==> src/rtl/seg7_pkg.sv <==
// rtl/seg7_pkg.sv - shared seven-segment o/x patterns, result codes and helpers
//
// Purpose: constants shared by the o/x display encoder and seg7_ox_decoder.
// Segment buses are gfedcba with 0 meaning the segment is lit.
// Contents: SEG_* glyph patterns, RES_* 2-bit result codes, decoder FSM
// state type, and an 8-bit saturating increment.
package seg7_pkg;

  localparam logic [6:0] SEG_DASH = 7'b0111111;
  localparam logic [6:0] SEG_O    = 7'b0100011;
  localparam logic [6:0] SEG_X    = 7'b0001001;
  localparam logic [6:0] SEG_1    = 7'b1111001;
  localparam logic [6:0] SEG_2    = 7'b0100100;
  localparam logic [6:0] SEG_P    = 7'b0001100;

  localparam logic [1:0] RES_IDLE = 2'b00;
  localparam logic [1:0] RES_P1   = 2'b01;
  localparam logic [1:0] RES_P2   = 2'b10;
  localparam logic [1:0] RES_INV  = 2'b11;

  typedef enum logic {
    SETTLE = 1'b0,
    LOCKED = 1'b1
  } dec_state_t;

  function automatic logic [7:0] sat_inc(input logic [7:0] v);
    return (v == 8'hFF) ? v : v + 8'd1;
  endfunction

endpackage

==> src/rtl/seg7_ox_classify.sv <==
// rtl/seg7_ox_classify.sv - combinational classifier of four seven-segment buses
//
// Purpose: map the registered display buses to a 2-bit result class.
// Ports:
//   hex5, hex4, hex2, hex0 : registered segment buses (gfedcba, 0 = lit)
//   cls                    : RES_IDLE, RES_P1, RES_P2, or RES_INV for anything else
module seg7_ox_classify
  import seg7_pkg::*;
(
  input  logic [6:0] hex5,
  input  logic [6:0] hex4,
  input  logic [6:0] hex2,
  input  logic [6:0] hex0,
  output logic [1:0] cls
);

  always_comb begin
    cls = RES_INV;
    if (hex5 == SEG_P && hex4 == SEG_1 && hex2 == SEG_O && hex0 == SEG_DASH) begin
      cls = RES_P1;
    end else if (hex5 == SEG_P && hex4 == SEG_2 && hex2 == SEG_DASH && hex0 == SEG_X) begin
      cls = RES_P2;
    end else if (hex5 == SEG_DASH && hex4 == SEG_DASH && hex2 == SEG_DASH && hex0 == SEG_DASH) begin
      cls = RES_IDLE;
    end
  end

endmodule

==> src/rtl/seg7_ox_decoder.sv <==
// rtl/seg7_ox_decoder.sv - debounced o/x game result decoder for a seven-segment display
//
// Purpose: register the display buses, classify them, and accept a class as
// the result only after it has been seen on STABLE_CYCLES consecutive edges.
// Ports:
//   clk, reset               : clock, synchronous active-high reset
//   Hex5, Hex4, Hex2, Hex0   : segment buses (gfedcba, 0 = lit)
//   result                   : accepted result (00 idle, 01 P1, 10 P2, 11 invalid)
//   result_valid             : one-cycle strobe when the accepted result changes
//   locked                   : high while the classification matches the accepted run
//   accept_count             : number of accepted changes, saturating at 255
module seg7_ox_decoder
  import seg7_pkg::*;
#(
  parameter int STABLE_CYCLES = 4
) (
  input  logic       clk,
  input  logic       reset,
  input  logic [6:0] Hex5,
  input  logic [6:0] Hex4,
  input  logic [6:0] Hex2,
  input  logic [6:0] Hex0,
  output logic [1:0] result,
  output logic       result_valid,
  output logic       locked,
  output logic [7:0] accept_count
);

  // run_cnt counts repeats after the first sighting, so the run is complete
  // when it reaches STABLE_CYCLES-2 on an edge where the class still matches.
  localparam logic [7:0] RUN_TARGET = 8'(STABLE_CYCLES - 2);

  logic [6:0] hex5_q, hex4_q, hex2_q, hex0_q;
  logic [1:0] cls;
  logic [1:0] cand_q;
  logic [7:0] run_cnt;
  dec_state_t state;

  seg7_ox_classify u_classify (
    .hex5 (hex5_q),
    .hex4 (hex4_q),
    .hex2 (hex2_q),
    .hex0 (hex0_q),
    .cls  (cls)
  );

  always_ff @(posedge clk) begin
    if (reset) begin
      hex5_q       <= SEG_DASH;
      hex4_q       <= SEG_DASH;
      hex2_q       <= SEG_DASH;
      hex0_q       <= SEG_DASH;
      cand_q       <= RES_IDLE;
      run_cnt      <= 8'd0;
      state        <= SETTLE;
      result       <= RES_IDLE;
      result_valid <= 1'b0;
      accept_count <= 8'd0;
    end else begin
      hex5_q       <= Hex5;
      hex4_q       <= Hex4;
      hex2_q       <= Hex2;
      hex0_q       <= Hex0;
      cand_q       <= cls;
      run_cnt      <= (cls == cand_q) ? sat_inc(run_cnt) : 8'd0;
      result_valid <= 1'b0;

      case (state)
        SETTLE: begin
          if (cls == cand_q && run_cnt == RUN_TARGET) begin
            state <= LOCKED;
            // Re-settling onto the result already held is silent.
            if (cls != result) begin
              result       <= cls;
              result_valid <= 1'b1;
              accept_count <= sat_inc(accept_count);
            end
          end
        end
        LOCKED: begin
          if (cls != cand_q) begin
            state <= SETTLE;
          end
        end
        default: state <= SETTLE;
      endcase
    end
  end

  assign locked = (state == LOCKED);

endmodule

==> config.mk <==
export PLATFORM = sky130hd
export DESIGN_NAME = seg7_ox_decoder
export DESIGN_NICKNAME = d
export VERILOG_FILES = /design/src/rtl/seg7_pkg.sv /design/src/rtl/seg7_ox_classify.sv /design/src/rtl/seg7_ox_decoder.sv
export SDC_FILE = /design/constraint.sdc
export NUM_CORES = 1
export LEC_CHECK = 0
export ABC_AREA = 1
export CORE_UTILIZATION = 52
export DETAILED_ROUTE_END_ITERATION = 10
export PLACE_DENSITY = 0.91
export SLEW_MARGIN = 0
export SYNTH_ARGS = -nofsm -noshare
export SYNTH_HDL_FRONTEND = slang
export SYNTH_SLANG_ARGS = --single-unit
==> constraint.sdc <==
create_clock -name clk -period 1.8 [get_ports clk]
set_clock_uncertainty 0.15 [all_clocks]
set_input_delay 0.36 -clock clk [delete_from_list [all_inputs] [get_ports clk]]
set_output_delay 0.36 -clock clk [all_outputs]
set_load 0.02 [all_outputs]
==> tab_implementation.tex <==
\begin{tabular}{lr}
\hline
Metric & Value \\
\hline
\multicolumn{2}{l}{\textbf{Detailed routing}} \\
\quad Per-cell via count in the routed design & 5.25 \\
\quad Via total after detailed routing & 2152 \\
\quad Remaining number of nets flagged by the antenna check after routing & 0 \\
\quad Final wirelength & 5390 um \\
\quad Post-route DRC & 0 \\
\quad Per-cell routed wire length & 13.2 um \\
\quad Iteration count of the initial detailed-routing pass & 8 \\
\quad Number of DRC violations after detailed-routing iteration 0 & 227 \\
\multicolumn{2}{l}{\textbf{Floorplan}} \\
\quad Height of the die & 68.3 um \\
\quad Die ar. & 4670 um\^{}2 \\
\quad Top Ports & 42 \\
\quad Core area & 4120 um\^{}2 \\
\quad Number of placement rows & 23 \\
\quad Die Width & 68.3 um \\
\quad Starting utilization of the core area & 0.556 \\
\multicolumn{2}{l}{\textbf{Clocking}} \\
\quad Clock Latency Late Sink & 0.30 ns \\
\quad Clock tree buffer depth & 2 \\
\quad Number of sinks on the clock net & 50 \\
\quad Root buf cell & sky130\_fd\_sc\_hd\_\_clkbuf\_8 \\
\quad Clock H-tree levels & 2 \\
\quad CTS tree & yes \\
\quad Hold bufs inserted after CTS & 0 \\
\quad Clock transition at the registers of the reported paths & 0.09 ns \\
\quad Number of buffers created by CTS & 5 \\
\multicolumn{2}{l}{\textbf{Synthesis}} \\
\quad Average cell area after synthesis & 7.48 um\^{}2 \\
\quad Number of synthesized register bits & 50 \\
\quad Number of distinct library cells after synthesis & 29 \\
\quad Total of warnings raised by yosys & 0 \\
\quad Number of nets produced by synthesis & 339 \\
\quad Mapped Cells & 306 \\
\quad Post-synthesis sequential area ratio & 0.437 \\
\quad Post-Syn Area & 2290 um\^{}2 \\
\multicolumn{2}{l}{\textbf{Power}} \\
\quad Leakage power of the design & 1.39 nW \\
\quad Total power per unit cell area & 688 nW/um\^{}2 \\
\quad Tot Pwr & 2.04 mW \\
\quad Max VDD drop & 521 uV \\
\multicolumn{2}{l}{\textbf{Placed design}} \\
\quad Input/output buffers & 41 \\
\quad Detailed-placement wirelength estimate & 3380 um \\
\quad Gpl congestion & 0.854 \\
\multicolumn{2}{l}{\textbf{Timing}} \\
\quad Min Tclk post-route & 2.03 ns \\
\quad RSZ-0062 raised after global routing & true \\
\quad Final period utilization & 1.13 \\
\quad Max Fclk & 492 MHz \\
\quad Max transition margin & 0.716 \\
\quad Slew Viols, Final & 0 \\
\quad Actual slew at the worst max-slew pin & 0.423 ns \\
\quad Final Hold Violating Endpoints & 0 \\
\quad Final setup fails & 12 \\
\quad Worst-case setup margin in the final layout & -0.234 ns \\
\quad Fin Hold WS & 0.365 ns \\
\multicolumn{2}{l}{\textbf{Worst setup path}} \\
\quad Reg2reg path depth & 14 \\
\quad Worst path arrival time & 2.09 ns \\
\quad Slowest cell on the critical path & sky130\_fd\_sc\_hd\_\_dfxtp\_2 \\
\quad Kind of capture point of the worst setup path & flip-flop \\
\quad Worst path cell trace & inv\_2 > nand2\_2 > nor2\_2 > nand2\_1 > nor2\_2 > nand2\_2 > nand2\_4 > nand2\_4 > nand2\_4 > nor2\_4 > nor2\_4 > nand3\_1 > nand2\_1 > nor2\_1 \\
\quad Kind of critical path & flip-flop to flip-flop \\
\quad Largest incremental delay on the critical path & 0.34 ns \\
\quad Critical-path maximum fanout & 6 \\
\quad Worst Setup Start Kind & flip-flop \\
\quad Most numerous cell on the critical path & sky130\_fd\_sc\_hd\_\_nand2\_4 \\
\quad CP Data Required Time & 1.85 ns \\
\multicolumn{2}{l}{\textbf{Worst hold path}} \\
\quad Cell count of the worst hold path & 2 \\
\quad Class of the tightest hold or removal check & flip-flop to flip-flop \\
\multicolumn{2}{l}{\textbf{GRT}} \\
\quad Antenna violations before repair & 0 \\
\quad Total routing resource utilization after global routing & 0.226 \\
\quad Wire length of the first global-routing pass & 7750 um \\
\quad Vias in the first global route & 1862 \\
\quad Total congestion overflow & 0 \\
\quad Pin count of the biggest net entering global routing & 24 \\
\multicolumn{2}{l}{\textbf{Final layout}} \\
\quad Fin nets & 392 \\
\quad Number of fillers in the final layout & 301 \\
\quad Area used by multi-input combinational logic & 1160 um\^{}2 \\
\quad Fraction of layout cells with a size suffix above 1 & 0.250 \\
\quad Antenna cell count & 0 \\
\quad Synthesis-to-finish area growth & 29.8\% \\
\quad Storage cell area & 1010 um\^{}2 \\
\multicolumn{2}{l}{\textbf{Status}} \\
\quad Failing checks & setup timing \\
\quad Run status & finished with violations \\
\multicolumn{2}{l}{\textbf{Flow run}} \\
\quad Max capacitance violation total & 0 \\
\hline
\end{tabular}
-- critical path: cells and delay by family, from the launching register on --
kind | cells | cell delay [ns]
flops | 1 | 0.34
buf+inv | 1 | 0.06
simple gates | 13 | 1.37
-- timing repair --
item / 4_1_cts / 5_1_grt
setup endpoints to repair: 12 / 21
gates resized for setup: 22 / 20
setup buffers: 2 / 3
pin swaps: 9 / 11
-- power by group --
part | internal, mW | leakage, nW | switching [mW]
sequential | 1.14 | 0.411 | 0.0242
clock | 0.311 | 0.0482 | 0.362
combinational | 0.109 | 0.928 | 0.0918
-- logic make-up after synthesis --
| family | Yosys count | synth area share |
|---|---|---|
| flops | 50 | 0.437 |
| fa+ha+maj | 3 | 0.0164 |
| buf+inv | 50 | 0.0880 |
| mux | 1 | 0.00437 |
| compound gates | 12 | 0.0306 |
| simple gates | 181 | 0.389 |
| xor+xnor | 9 | 0.0344 |
-- metrics by stage --
step            util  instances  TNS (ns)  cell area (um^2)  worst slack (ns)
3_5_place_dp   0.673        397    -0.156              2770           -0.0629
2_1_floorplan      -        306         0              2290            0.0418
3_3_place_gp   0.673        397  -0.00760              2770          -0.00760
4_1_cts        0.702        407    -0.160              2890           -0.0589
6_report       0.722        410     -1.68              2970            -0.234
5_1_grt        0.722        410     -3.60              2970            -0.328
-- worst paths after layout --
check        startpoint         endpoint  slack (ns)
max           hex4_q[6]  accept_count[2]       -0.23
min          run_cnt[3]       run_cnt[3]        0.37
max reg2reg   hex4_q[6]  accept_count[2]       -0.23
min reg2reg  run_cnt[3]       run_cnt[3]        0.37
-- cell type report --
| cell class | instances | area share |
|---|---|---|
| clock inverters | 1 | 0.00168 |
| flip-flops and latches | 50 | 0.340 |
| repair buffers | 50 | 0.158 |
| inverters | 46 | 0.0598 |
| multi-input cells | 206 | 0.391 |
| clock buffers | 7 | 0.0291 |
| well taps | 50 | 0.0211 |
-- cell usage after synthesis, drive strengths merged --
master | count | area (um^2)
ha | 3 | 37.5
nor3 | 5 | 30.0
xor2 | 7 | 61.3
dfxtp | 50 | 1000
o31ai | 1 | 7.51
a31oi | 1 | 6.26
nand4 | 2 | 12.5
xnor2 | 2 | 17.5
a31o | 1 | 8.76
or2 | 24 | 150
a21oi | 8 | 40.0
mux2i | 1 | 10.0
inv | 45 | 169
clkbuf | 2 | 7.51
clkinv | 1 | 8.76
a211oi | 1 | 7.51
nand3b | 2 | 15.0
nor2 | 57 | 244
nand2 | 68 | 293
nand3 | 23 | 145
buf | 2 | 16.3
-- layout by cell type, fill, tap and decap left out, drive strengths merged --
master / count
nand3b: 2
or2: 24
nand3: 23
dlygate4sd2: 10
clkdlybuf4s50: 30
clkbuf: 7
a21oi: 8
a31o: 1
a211oi: 1
clkinv: 2
a31oi: 1
dfxtp: 50
nand2: 68
nor3: 5
nand4: 2
xor2: 7
xnor2: 2
inv: 45
nor2: 57
buf: 9
mux2i: 1
o31ai: 1
dlymetal6s2s: 1
ha: 3
-- state kept, by name, summed over array words and instances (netlist names) --
| signal | cells |
|---|---|
| run_cnt | 8 |
| cand_q | 2 |
| hex5_q | 7 |
| result_valid | 1 |
| accept_count | 8 |
| hex2_q | 7 |
| locked | 1 |
| hex0_q | 7 |
| hex4_q | 7 |
| result | 2 |
-- layer usage --
metal	share of wire	track usage	wire [um]	up-vias
met5	0	0	0	-
met4	0.037	0.0964	202	0
met3	0.068	0.0600	369	29
met2	0.51	0.390	2740	116
met1	0.39	0.260	2080	975
li1	-	-	-	1032
Power figures use the tool's default switching activity.
